==> src/rtl/riscv_reg_scoreboard.sv <==
// riscv_reg_scoreboard
// Tracks register-file writes that have been issued but not yet written back.
// It blocks issue when a source register still has a write in flight (RAW), or
// when the destination's pending counter is already full (WAW overflow). It
// also sequences a pipeline drain and counts stalled issue cycles.
//
// Ports:
//   clk_i, rst_i          clock (rising edge), asynchronous active-high reset
//   issue_*               issue-stage handshake and operand/destination info
//   wb_valid_i, wb_rd_i   writeback retiring this cycle
//   flush_i               discard every pending entry
//   drain_req_i           level request to drain; drain_done_o pulses on completion
//   busy_o, pending_o     any/per-register "write in flight" status
//   err_o                 sticky: writeback arrived for a register with nothing pending
//   stall_cnt_o           saturating count of cycles with issue_valid_i & !issue_ready_o
module riscv_reg_scoreboard #(
  parameter int NUM_REGS = 32,
  parameter int ADDR_W   = 5,
  parameter int CNT_W    = 2,
  parameter int STALL_W  = 16
) (
  input  logic                clk_i,
  input  logic                rst_i,
  input  logic                issue_valid_i,
  output logic                issue_ready_o,
  input  logic [ADDR_W-1:0]   issue_rs1_i,
  input  logic [ADDR_W-1:0]   issue_rs2_i,
  input  logic                issue_use_rs1_i,
  input  logic                issue_use_rs2_i,
  input  logic [ADDR_W-1:0]   issue_rd_i,
  input  logic                issue_wen_i,
  input  logic                wb_valid_i,
  input  logic [ADDR_W-1:0]   wb_rd_i,
  input  logic                flush_i,
  input  logic                drain_req_i,
  output logic                drain_done_o,
  output logic                busy_o,
  output logic [NUM_REGS-1:0] pending_o,
  output logic                err_o,
  output logic [STALL_W-1:0]  stall_cnt_o
);

  typedef enum logic [1:0] {
    Run   = 2'd0,
    Drain = 2'd1,
    Done  = 2'd2
  } stateT;

  localparam logic [CNT_W-1:0] CntMax = '1;

  stateT               stateReg, stateNext;
  logic [CNT_W-1:0]    pendCnt [NUM_REGS];
  logic [NUM_REGS-1:0] pendingVec;
  logic                errReg;
  logic [STALL_W-1:0]  stallReg;

  logic rs1Haz, rs2Haz, overflow, issueReady, accept;
  logic incEn, decEn, sameReg, errSet;

  // No writeback bypass: hazards look only at the registered counters.
  assign rs1Haz = issue_use_rs1_i & (issue_rs1_i != '0) & pendingVec[issue_rs1_i];
  assign rs2Haz = issue_use_rs2_i & (issue_rs2_i != '0) & pendingVec[issue_rs2_i];
  assign overflow = issue_wen_i & (issue_rd_i != '0) & (pendCnt[issue_rd_i] == CntMax);

  // Held low while reset is asserted so every output reads zero without a clock edge.
  assign issueReady = ~rst_i & (stateReg == Run) & ~rs1Haz & ~rs2Haz & ~overflow & ~flush_i;
  assign accept     = issue_valid_i & issueReady;

  assign incEn   = accept & issue_wen_i & (issue_rd_i != '0);
  assign decEn   = wb_valid_i & (wb_rd_i != '0);
  // An increment and decrement of the same register cancel, even from zero.
  assign sameReg = incEn & decEn & (issue_rd_i == wb_rd_i);
  assign errSet  = decEn & ~flush_i & ~sameReg & (pendCnt[wb_rd_i] == '0);

  assign pendCnt[0]    = '0;
  assign pendingVec[0] = 1'b0;

  generate
    for (genvar gi = 1; gi < NUM_REGS; gi++) begin : gReg
      logic [CNT_W-1:0] cntReg;
      logic             incHit, decHit;

      assign incHit = incEn & (issue_rd_i == ADDR_W'(gi));
      assign decHit = decEn & (wb_rd_i == ADDR_W'(gi));

      always_ff @(posedge clk_i or posedge rst_i) begin
        if (rst_i) begin
          cntReg <= '0;
        end else if (flush_i) begin
          cntReg <= '0;
        end else if (incHit && !decHit) begin
          cntReg <= cntReg + 1'b1;
        end else if (decHit && !incHit && (cntReg != '0)) begin
          cntReg <= cntReg - 1'b1;
        end
      end

      assign pendCnt[gi]    = cntReg;
      assign pendingVec[gi] = |cntReg;
    end
  endgenerate

  always_ff @(posedge clk_i or posedge rst_i) begin
    if (rst_i) begin
      stateReg <= Run;
      errReg   <= 1'b0;
      stallReg <= '0;
    end else begin
      stateReg <= stateNext;
      if (errSet) begin
        errReg <= 1'b1;
      end
      if (issue_valid_i && !issueReady && (stallReg != '1)) begin
        stallReg <= stallReg + 1'b1;
      end
    end
  end

  // Drain completion is judged on the registered counters, not the post-update value.
  always_comb begin
    stateNext = stateReg;
    case (stateReg)
      Run:     if (drain_req_i) stateNext = Drain;
      Drain:   if (!(|pendingVec)) stateNext = Done;
      Done:    stateNext = Run;
      default: stateNext = Run;
    endcase
  end

  assign issue_ready_o = issueReady;
  assign drain_done_o  = (stateReg == Done);
  assign busy_o        = |pendingVec;
  assign pending_o     = pendingVec;
  assign err_o         = errReg;
  assign stall_cnt_o   = stallReg;

endmodule

==> config.mk <==
export PLATFORM = sky130hd
export DESIGN_NAME = riscv_reg_scoreboard
export DESIGN_NICKNAME = d
export VERILOG_FILES = /design/src/rtl/riscv_reg_scoreboard.sv
export SDC_FILE = /design/constraint.sdc
export NUM_CORES = 1
export LEC_CHECK = 0
export ABC_AREA = 1
export ABC_CLOCK_PERIOD_IN_PS = 5600
export CELL_PAD_IN_SITES_DETAIL_PLACEMENT = 1
export CELL_PAD_IN_SITES_GLOBAL_PLACEMENT = 1
export CORE_ASPECT_RATIO = 0.9
export CORE_MARGIN = 2
export CORE_UTILIZATION = 40
export CTS_CLUSTER_SIZE = 24
export DETAILED_ROUTE_END_ITERATION = 7
export DONT_BUFFER_PORTS = 1
export PLACE_DENSITY = 0.82
export SLEW_MARGIN = 25
export SYNTH_ARGS = -nofsm -noshare
export SYNTH_HDL_FRONTEND = slang
export SYNTH_SLANG_ARGS = --single-unit
==> constraint.sdc <==
create_clock -name clk_i -period 5.6 [get_ports clk_i]
set_input_delay 0.56 -clock clk_i [delete_from_list [all_inputs] [get_ports clk_i]]
set_output_delay 0.56 -clock clk_i [all_outputs]
set_load 0.02 [all_outputs]
# --- Yosys cells after proc, flatten, opt, wreduce, memory -nomap -nowiden ---
# Index checks and enable logic that the tools add are counted.
classes:
  add_sub_neg: 63
  order_cmp: 4
  n_eq_ne: 69
  muxes: 106
  n_bitwise: 90
  reduce_logical: 259
ops:
  columns: ["cell", "count"]
  rows:
  - ["$mux W2", 99]
  - ["$eq A5 B5 Y1 const B", 32]
  - ["$logic_and A1 B1 Y1", 95]
  - ["$reduce_bool A3 Y1", 31]
  - ["$and A1 B1 Y1", 82]
  - ["$eq A5 B4 Y1 const B", 16]
  - ["$logic_not A1 Y1", 63]
  - ["$add A2 B1 Y2 const B", 31]
  - ["$reduce_bool A2 Y1", 31]
  - ["$reduce_or A2 Y1", 31]
  - ["$reduce_or A62 Y1", 1]
  - ["$sub A2 B1 Y2 const B", 31]
  - ["$eq A5 B3 Y1 const B", 8]
  - ["$bmux W2 S5", 2]
  - ["$eq A5 B2 Y1 const B", 4]
  - ["$reduce_bool A5 Y1", 4]
  - ["$add A16 B1 Y16 const B", 1]
  - ["$ne A16 B16 Y1 const B", 1]
  - ["$ge A6 B6 Y1 const B", 2]
  - ["$lt A5 B6 Y1 const B", 2]
  - ["$not A5 Y6", 2]
  - ["$bmux W1 S5", 2]
  - ["$eq A5 B1 Y1 const B", 2]
  - ["$not A1 Y1", 6]
  - ["8 further kinds", 12]
word_totals:
  ff_bits: 81
  out_inout_bits: 52
  elab_cells: 625

# --- Depth between registers and ports, before layout ---
# Gate-level depths: netlist (run 1).
depth:
  depth_word: 19
  ltp_mapped: 20

# --- Least setup slack after synthesis (run 1) ---
# OpenSTA, ideal clock, no wires.
synth_path:
  kind: "input -> output"
  from: "in issue_rd_i[0]"
  to: "out issue_ready_o"
  arrival_time_ns: 1.910
  path_slack_ns: 3.130
  path_stages: 15
  path_buffers: 4
  cell_sequence: "buf_4 buf_2 nand2_1 nand2_1 nand2_1 nand2_1 nand2_1 nand2_1 o21ai_1 nand2_1 nand3_1 nand3_2 nor2_4 buf_6 buf_6"
synth_via:
  elab_chain_len: 9
  word_cells_on_any_way: 11
  cone_classes: "eq/ne (1); mux (3); bitwise (6); reduce/logical (1)"
synth_rtl:
  columns: ["item", "line_no", "rtl"]
  rows:
  - ["start: declaration", "30", "input logic [ADDR_W-1:0] issue_rd_i,"]
  - ["$not A5 Y6 (not written as such)", "63", "assign overflow = issue_wen_i & (issue_rd_i != '0) & (pendCnt[issue_rd_i] == CntMax);"]
  - ["$bmux W2 S5", "63", null]
  - ["$mux W2 (not written as such) (2 in series)", "63", null]
  - ["$eq A2 B2 Y1", "63", null]
  - ["$and A1 B1 Y1 (*)", "63", null]
  - ["$not A1 Y1 (*)", "66", "assign issueReady = ~rst_i & (stateReg == Run) & ~rs1Haz & ~rs2Haz & ~overflow & ~flush_i;"]
  - ["$and A1 B1 Y1 (*) (2 in series)", "66", null]
  - ["end: declaration", "25", "output logic issue_ready_o,"]
# Every way passes the cells marked *; elsewhere a longest branch is shown, timed or not. The select of a mux whose other input is x is not followed.

# --- Worst setup path in the final report (run 1) ---
layout_path:
  from: "reg gReg[29].cntReg[0]"
  to: "reg gReg[14].cntReg[0]"
layout_via:
  elab_chain_len: 17
  word_cells_on_any_way: 30
  cone_classes: "eq/ne (1); mux (9); bitwise (14); reduce/logical (6)"
layout_rtl:
  columns: ["item", "line_no", "rtl"]
  rows:
  - ["start: declaration", "80", "logic [CNT_W-1:0] cntReg;"]
  - ["start signal: assignment", "92", "cntReg <= cntReg + 1'b1;"]
  - ["start signal: assignment", "94", "cntReg <= cntReg - 1'b1;"]
  - ["$reduce_or A2 Y1 (*)", "99", "assign pendingVec[gi] = |cntReg;"]
  - ["net pending_o[29]", "38", "output logic [NUM_REGS-1:0] pending_o,"]
  - ["$bmux W1 S5", "61", "assign rs1Haz = issue_use_rs1_i & (issue_rs1_i != '0) & pendingVec[issue_rs1_i];"]
  - ["$mux W1 (not written as such)", "61", null]
  - ["$and A1 B1 Y1", "61", null]
  - ["$not A1 Y1", "66", null]
  - ["$and A1 B1 Y1", "66", null]
  - ["$and A1 B1 Y1 (*) (3 in series)", "66", null]
  - ["net issue_ready_o", "25", null]
  - ["$and A1 B1 Y1 (*)", "67", "assign accept = issue_valid_i & issueReady;"]
  - ["$and A1 B1 Y1 (*) (2 in series)", "69", "assign incEn = accept & issue_wen_i & (issue_rd_i != '0);"]
  - ["$and A1 B1 Y1 (*)", "83", "assign incHit = incEn & (issue_rd_i == ADDR_W'(gi));"]
  - ["$logic_not A1 Y1", "93", "end else if (decHit && !incHit && (cntReg != '0)) begin"]
  - ["$logic_and A1 B1 Y1 (2 in series)", "93", null]
  - ["$reduce_bool A3 Y1 (no source line)", null, null]
  - ["end signal: assignment", "92", null]
  - ["end signal: assignment", "94", null]
  - ["end: declaration", "80", null]
# Mark *: on every way through the listed nets, which the timed path passes. The rest lies on a longest branch. The select of a mux whose other input is x is not followed.
# A chain may end at the register's enable or synchronous reset.

==> metrics.txt, run 1 <==
outcome=finished, final reports clean; register area share after synthesis=0.269; Max rail drop VDD=0.000146 V; Warnings, synthesis=0; H-tree Lvls=3; Slew @ Worst Pin=1010 ps; grt ovf=0; R2R Path Start=gReg[29].cntReg[0]; Worst EP arrival=4280 ps; total number of vias=9,154; core area=18,500 um2; ys async rst share=1.00; most frequent cells in the layout=377 x nand2_1, 190 x nor2_1, 164 x nand3_1; post-synthesis net count=1,336; RSZ-0062 raised after global routing=false; Clock transition at path regs=70 ps; Crit Path Category=register to register; starting density of the core=0.409; Final Hold Fails=0; buffer and inverter count on the worst path=3; R2R Path End=gReg[14].cntReg[0]; antenna violations before repair=0; clock net sink count=81; final WL=31,000 um; HP Class=input port to async pin; total track usage=0.313; CTS tree=done; leading cell type in the layout, fill and taps excluded=nand2_1; fmax=248 MHz; pwr dens=258 nW/um2; Fillers=2,613; cells along the critical path=inv_1 > nand2_1 > inv_1 > nor2_1 > o21ai_1 > nand2_1 > nand2_1 > nand3_1 > nand3_1 > nand3_2 > nor2_4 > buf_4 > nand3_1 > nand2_1 > nand3_1 > nand3_1 > nand2_1; post-DP HPWL=22,800 um; largest net degree at the start of global routing=97; Critical Path RT=5850 ps; Setup TNS=0 ps; Worst Setup End Kind=register; antenna-violating nets left=0; number of distinct library cells after synthesis=38; first-pass GRT wire length=48,600 um; delay-heaviest family, CP=simple AND/OR/NAND/NOR gates; R2R cell count=17; Post-CTS Repair Setup Buffers=0; Final Skew=8.54 ps; EDFF count, synth=0; Max Slew Vio Count=0; CP Launch Type=register; root buffer cell=clkbuf_16; Die Ht=134 um; register-to-register setup slack=1560 ps; CP max-delay cell=nor2_4; peak per-stage delay on the critical path=770 ps; drt pass-1 iters=5; gp weighted congestion=1.00; DR iter-0 viols=952; Port Buffers=0; Synth Register Bits=81; Clock Tree Buf Depth=2; Routed WL per cell=20.4 um; CTS buffer count=9; Avg Cell Area, Syn=5.78 um2; Top Ports=81; vias in the first global route=8,892; Synth Flop Type=dfrtp_1; DRC=0; post-route cell area=7950 um2; Slew headroom=0.326; fin crit share=0.721; Syn Inst Count=1,306; PostCTS Resize Cnt=0; fraction of layout instances using a drive strength above 1=0.0330; Leak=3.66 nW; placed cell area=7640 um2; vias per cell=6.03; Synth Cell Area=7550 um2; CTS Hold Bufs=0; Nets=1,297; Die Wd=149 um; # rows=47; worst-path fanout max=32; Setup Viol. Count Final=0; antenna cell count=0; area delta synth->final=5.29%; clk_lat worst skew=360 ps; DIE AREA=20,000 um2; Period minus WS final=4040 ps; Max Cap Violations=0
## Yosys cell counts, types with 3 or more instances
cell type | n | area share
or2_1 | 3 | 0.0025
nor3_1 | 38 | 0.025
o22ai_1 | 10 | 0.0083
nor2_2 | 3 | 0.0025
o21ai_0 | 12 | 0.0080
buf_2 | 25 | 0.017
xnor2_1 | 4 | 0.0046
dfrtp_1 | 81 | 0.27
o211ai_1 | 7 | 0.0070
nand4_1 | 115 | 0.095
nor4_1 | 8 | 0.0066
nor2_1 | 191 | 0.095
nand3_1 | 164 | 0.11
a21oi_1 | 6 | 0.0040
inv_2 | 10 | 0.0050
buf_6 | 3 | 0.0045
clkbuf_1 | 21 | 0.010
buf_4 | 3 | 0.0030
inv_1 | 161 | 0.080
a221oi_1 | 5 | 0.0058
buf_1 | 3 | 0.0015
xor2_1 | 10 | 0.012
nand2_1 | 377 | 0.19
o21ai_1 | 28 | 0.019
## per-stage QoR
| stage | setup slack [ps] | instances | hold slack (ps) | utilization | total power, mW |
|---|---|---|---|---|---|
| after CTS | 1730 | 1517 | 172 | 0.430 | 2.05 |
| final | 1560 | 1517 | 145 | 0.430 | 2.05 |
| after global placement | 1880 | 1501 | 445 | 0.414 | 1.37 |
| after global routing | 1350 | 1517 | 199 | 0.430 | 2.15 |
| after detailed placement | 1760 | 1501 | 464 | 0.414 | 1.40 |
| after floorplan | 2960 | 1306 | 431 | - | 1.22 |
## power by group
part           switching, mW  total [mW]  leakage, nW  internal (mW)
Combinational          0.452       0.603         2.50          0.151
Sequential             0.138       0.799         1.01          0.661
Clock                  0.288       0.644        0.150          0.356
## final cells by class
cell class / instances / area, um2 / share of cell area
Multi-Input combinational cell: 997 / 4610 / 0.581
Clock inverter: 7 / 86.3 / 0.0109
Clock buffer: 9 / 225 / 0.0283
Timing Repair Buffer: 5 / 37.5 / 0.00472
Sequential cell: 81 / 2030 / 0.255
Inverter: 173 / 651 / 0.0819
Tap cell: 245 / 307 / 0.0386
## cells by family (layout without fill, tap and decap cells)
family / Yosys count / in the layout / synth area share
XOR/XNOR: 14 / 14 / 0.0162
other: 1 / 1 / 0.000497
flip-flops: 81 / 81 / 0.269
AND/OR/NAND/NOR: 904 / 904 / 0.530
adder cells (fa/ha/maj): 1 / 1 / 0.00166
buffers and inverters: 228 / 194 / 0.122
AO/OA/AOI/OAI: 77 / 77 / 0.0612
## sequential cells by signal, summed over array words and instances, names as in the netlist
register     count
gReg.cntReg     62
stall_cnt_o     16
stateReg         2
err_o            1
## how the worst max path moves through the flow
stage	from	end	slack, ps	cells after the start
2_1_floorplan	rst_i	err_o	2960	1
3_3_place_gp	gReg[26].cntReg[1]	gReg[25].cntReg[1]	1880	17
3_5_place_dp	gReg[26].cntReg[1]	gReg[14].cntReg[0]	1760	17
4_1_cts	gReg[26].cntReg[1]	gReg[14].cntReg[0]	1730	17
5_1_grt	gReg[26].cntReg[1]	gReg[10].cntReg[0]	1350	17
6_report	gReg[29].cntReg[0]	gReg[14].cntReg[0]	1560	17
## layer usage
layer  global-route usage  share of wire
met5                    0              0
met3               0.0844           0.11
met1                0.419           0.42
met2                0.478           0.43
met4                0.125          0.038
Note: power is estimated with default switching activity, not from simulation.
==> inputs of run 2 (changes only) <==
--- a/config.mk
+++ b/config.mk
@@ -6,7 +6,7 @@
 export NUM_CORES = 1
 export LEC_CHECK = 0
 export ABC_AREA = 1
-export ABC_CLOCK_PERIOD_IN_PS = 5600
+export ABC_CLOCK_PERIOD_IN_PS = 3600
 export CELL_PAD_IN_SITES_DETAIL_PLACEMENT = 1
 export CELL_PAD_IN_SITES_GLOBAL_PLACEMENT = 1
 export CORE_ASPECT_RATIO = 0.9
@@ -15,7 +15,7 @@
 export CTS_CLUSTER_SIZE = 24
 export DETAILED_ROUTE_END_ITERATION = 7
 export DONT_BUFFER_PORTS = 1
-export PLACE_DENSITY = 0.82
+export PLACE_DENSITY = 0.85
 export SLEW_MARGIN = 25
 export SYNTH_ARGS = -nofsm -noshare
 export SYNTH_HDL_FRONTEND = slang
==> constraint.sdc (replaced) <==
create_clock -name clk_i -period 3.6 [get_ports clk_i]
set_input_delay 0.36 -clock clk_i [delete_from_list [all_inputs] [get_ports clk_i]]
set_output_delay 0.36 -clock clk_i [all_outputs]
set_load 0.02 [all_outputs]
==> run 2 against run 1 <==
  * Worst hold slack worse by 11 ps
  * Sequential cell count unchanged
  * Register-to-register slack worse by 1100 ps
  * Combinational power up 67%
  * Cell count up 2.0%
  * Clock power up 66%
  * Sequential share of layout area down 0.85 points
  * Largest cell class unchanged
  * Clock skew about the same
  * First-iteration DRC count up 13%
  * Via count up 1.6%
  * Critical path depth down 7
==> metrics.txt, run 2 (synthesized netlist as in run 1, its figures left out) <==
Slew @ Worst Pin=684 ps; Final Hold Fails=0; HP Class=input port to register; fin crit share=0.880; RSZ-0062 raised after global routing=false; Layout Cells excl Fill=1,548; vias per cell=6.01; CTS buffer count=9; Setup TNS=0 ps; Crit Path Category=register to primary output; clock net sink count=81; Port Buffers=0; starting density of the core=0.409; max FFs per register=62; Max Cap Violations=0; placed cell area=7890 um2; clk_lat worst skew=370 ps; antenna-violating nets left=0; Nets=1,328; CTS tree=done; Clock transition at path regs=70 ps; Max Slew Vio Count=0; core area=18,500 um2; fmax=316 MHz; Die Ht=134 um; # rows=47; Period minus WS final=3170 ps; CP Launch Type=register; Setup Viol. Count Final=0; antenna violations before repair=0; Routed WL per cell=20.9 um; Slew headroom=0.540; drt pass-1 iters=5; DIE AREA=20,000 um2; Largest Register=gReg.cntReg; fraction of layout instances using a drive strength above 1=0.0553; Worst Hold Slack=134 ps; vias in the first global route=9,218; Max rail drop VDD=0.000249 V; DRC=0; leading cell type in the layout, fill and taps excluded=nand2_1; root buffer cell=clkbuf_16; CP max-delay cell=nor2_1; pwr dens=404 nW/um2; Worst Setup End Kind=primary output; peak per-stage delay on the critical path=460 ps; final WL=32,300 um; gp weighted congestion=1.05; H-tree Lvls=3; post-DP HPWL=24,000 um; Die Wd=149 um; Clock Tree Buf Depth=2; Post-CTS Repair Setup Buffers=0; Leak=3.83 nW; antenna cell count=0; Final Skew=8.74 ps; largest net degree at the start of global routing=97; grt ovf=0; outcome=finished, final reports clean; area delta synth->final=8.93%; most frequent cells in the layout=377 x nand2_1, 190 x nor2_1, 164 x nand3_1; Critical Path RT=3240 ps; cells along the critical path=nor2_1 > o21ai_0 > o21ai_1 > nand2_1 > nand2_1 > nand3_1 > nand3_1 > nand3_2 > nor2_4 > buf_12; first-pass GRT wire length=50,800 um; total number of vias=9,297; worst-path fanout max=33; Placed Cells=1,531; total track usage=0.327; Top Ports=81; DR iter-0 viols=1,071; Final Core Density=0.445; Worst EP arrival=2810 ps; post-route cell area=8220 um2
-- run 2: layout make-up --
| class | instances | area, um2 |
|---|---|---|
| clock buffers | 9 | 225 |
| clock inverters | 7 | 101 |
| fillers | 2642 | 10200 |
| repair buffers | 36 | 298 |
| flip-flops and latches | 81 | 2030 |
| well taps | 245 | 307 |
| inverters | 173 | 651 |
| multi-input cells | 997 | 4610 |
-- run 2: where the power goes --
part | total (mW) | leakage, nW | switching (mW) | internal (mW)
Sequential | 1.24 | 1.01 | 0.208 | 1.03
Clock | 1.07 | 0.158 | 0.454 | 0.617
Combinational | 1.01 | 2.66 | 0.723 | 0.288
-- run 2: final timing paths --
kind | from | end | slack, ps | depth (start not counted)
max in group asynchronous | rst_i | gReg[20].cntReg[1] | 2250 | 3
setup reg to reg | gReg[28].cntReg[1] | gReg[15].cntReg[1] | 470 | 15
setup / recovery | gReg[28].cntReg[1] | issue_ready_o | 430 | 10
min in group asynchronous | rst_i | stateReg[0] | 530 | 2
hold / removal | drain_req_i | stateReg[0] | 130 | 2
hold reg to reg | stateReg[1] | stateReg[1] | 460 | 1
-- run 2: layer usage --
| metal | up-vias | GRT usage | share of wire |
|---|---|---|---|
| li1 | 4279 | - | - |
| met4 | 2 | 0.149 | 0.048 |
| met1 | 4450 | 0.433 | 0.41 |
| met5 | - | 0 | 0.0015 |
| met2 | 465 | 0.505 | 0.43 |
| met3 | 101 | 0.0820 | 0.11 |
-- run 2: metrics by stage --
step	setup WS (ps)	power [mW]
2_1_floorplan	1160	1.89
3_3_place_gp	703	2.20
3_5_place_dp	581	2.24
4_1_cts	525	3.30
5_1_grt	320	3.47
6_report	431	3.32
-- run 2: critical path: cells and delay by family, from the launching register on --
kind,cells,cell delay (ps)
compound gates,2,310
flops,1,420
buf+inv,1,270
simple gates,7,1410
-- run 2: timing repair --
action,CTS,global route
gates resized for setup,0,0
hold endpoints to repair,30,0
setup endpoints to repair,0,0
hold buffers,1,0
==> inputs of run 3 (changes only) <==
--- a/config.mk
+++ b/config.mk
@@ -12,9 +12,11 @@
 export CORE_ASPECT_RATIO = 0.9
 export CORE_MARGIN = 2
 export CORE_UTILIZATION = 40
+export CTS_BUF_LIST = sky130_fd_sc_hd__clkbuf_4 sky130_fd_sc_hd__clkbuf_8 sky130_fd_sc_hd__clkbuf_16
 export CTS_CLUSTER_SIZE = 24
 export DETAILED_ROUTE_END_ITERATION = 7
 export DONT_BUFFER_PORTS = 1
+export GPL_TIMING_DRIVEN = 0
 export PLACE_DENSITY = 0.85
 export SLEW_MARGIN = 25
 export SYNTH_ARGS = -nofsm -noshare
==> run 3 against run 2 <==
  * Via count is 5.4% higher
  * Sequential cell count unchanged
  * Non-clock buffer count is 21 higher
  * Clock skew is 2.5 ps lower
  * Worst hold slack better by 6.3 ps
  * Total power is 1.8% higher
  * First-iteration DRC count shrank 14%
  * Maximum frequency down 7.5%
  * Largest power group unchanged
  * Combinational power is essentially flat
  * Critical path depth increased by 3
==> metrics.txt, run 3 (synthesized netlist as in run 1, its figures left out) <==
outcome=finished, final reports clean; register-to-register setup slack=210 ps; Setup Viol. Count Final=0; DR iter-0 viols=922; first-pass GRT wire length=57,200 um; Max rail drop VDD=0.000204 V; vias per cell=6.25; Max Cap Violations=0; final WL=37,200 um; max FFs per register=62; area delta synth->final=9.10%; total track usage=0.378; Worst Hold Path EP=stateReg[0]; clock net sink count=81; Hold Crit Depth=2; root buffer cell=clkbuf_16; antenna violations before repair=0; antenna-violating nets left=0; DRC=0; starting density of the core=0.409; core area=18,500 um2; most frequent cells in the layout=377 x nand2_1, 191 x nor2_1, 164 x nand3_1; Worst EP arrival=3070 ps; dpl ws=298 ps; post-DP HPWL=27,800 um; drt pass-1 iters=5; Slew @ Worst Pin=971 ps; grt ovf=0; largest net degree at the start of global routing=44; pwr dens=410 nW/um2; fmax=292 MHz; Critical Path RT=3240 ps; Largest Register=gReg.cntReg; R2R Path Start=gReg[29].cntReg[0]; Final Skew=6.27 ps; Routed WL per cell=23.7 um; Die Wd=149 um; worst-path fanout max=10; CTS buffer count=9; Clock transition at path regs=70 ps; antenna cell count=0; Max Slew Vio Count=0; leading cell type in the layout, fill and taps excluded=nand2_1; Nets=1,349; Final Hold Fails=0; HP Class=input port to register; # rows=47; R2R Path End=gReg[15].cntReg[0]; fraction of layout instances using a drive strength above 1=0.0506; R2R cell count=17; H-tree Lvls=3; CP startpoint=gReg[29].cntReg[0]; critical hold path startpoint=drain_req_i; Die Ht=134 um; DIE AREA=20,000 um2; Setup TNS=0 ps; worst setup margin=173 ps; clk_lat worst skew=370 ps; Clock Tree Buf Depth=2; fin crit share=0.952; Port Buffers=0; CP Launch Type=register; Slew headroom=0.352; gp weighted congestion=1.03; CTS tree=done; vias in the first global route=9,892; total number of vias=9,802; Leak=3.84 nW; RSZ-0062 raised after global routing=false; Worst Setup End Kind=primary output; Period minus WS final=3430 ps; Top Ports=81; Crit Path Category=register to primary output
## run 3: cell types whose count changed in the layout (fill, tap and decap cells not counted), sizes merged
| cell | previous run | this run |
|---|---|---|
| clkbuf | 9 | 30 |
| clkinvlp | 1 | 0 |
| inv | 174 | 175 |
## run 3: power by group
group	internal (mW)	switching [mW]
Clock	0.623	0.475
Sequential	1.03	0.212
Combinational	0.253	0.788
Total	1.90	1.47
## run 3: worst max path at each step
| stage | end | slack (ps) | cells after the start |
|---|---|---|---|
| CTS | err_o | 260 | 15 |
| floorplan | err_o | 1160 | 1 |
| global placement | gReg[18].cntReg[0] | 10 | 1 |
| detailed placement | err_o | 300 | 15 |
| finish | issue_ready_o | 170 | 13 |
| global route | gReg[4].cntReg[1] | 50 | 17 |
## run 3: repair_timing
item / in CTS / in global routing
endpoints found under the setup margin: 0 / 1
setup buffers: 0 / 0
hold buffers: 1 / 0
hold endpoints to repair: 42 / 0
resized for setup: 0 / 1
## run 3: final cells by class
cell class | count | area [um2]
inverters | 173 | 654
clock inverters | 7 | 106
repair buffers | 2 | 37.5
fillers | 2640 | 10200
clock buffers | 9 | 225
well taps | 245 | 307
plain buffers | 55 | 272
multi-input cells | 997 | 4610
flip-flops and latches | 81 | 2030
## run 3: worst max-delay path: stages, from the launching register on
cell and delay (ps):
dfrtp_1 430, inv_1 100, nand2_1 360, inv_1 360, nor2_1 70, o21ai_1 140
nand2_1 60, nand2_1 60, nand3_1 60, nand3_1 200, nand3_2 240, nor2_4 210
buf_6 200, buf_6 210
## run 3: metrics by stage
| stage | hold WS (ps) | util | power [mW] | cells | area (um2) |
|---|---|---|---|---|---|
| 2_1_floorplan | 431 | - | 1.89 | 1306 | 7550 |
| 3_3_place_gp | 452 | 0.425 | 2.21 | 1551 | 7860 |
| 3_5_place_dp | 262 | 0.427 | 2.25 | 1552 | 7890 |
| 4_1_cts | 143 | 0.446 | 3.34 | 1569 | 8230 |
| 5_1_grt | 163 | 0.446 | 3.51 | 1569 | 8240 |
| 6_report | 140 | 0.446 | 3.38 | 1569 | 8240 |
## run 3: routing by layer
layer,vias to the layer above,wire (um),track usage
met4,0,1850,0.190
met1,4739,14800,0.481
met5,-,0,0
li1,4325,-,-
met3,129,4400,0.115
met2,609,16100,0.580
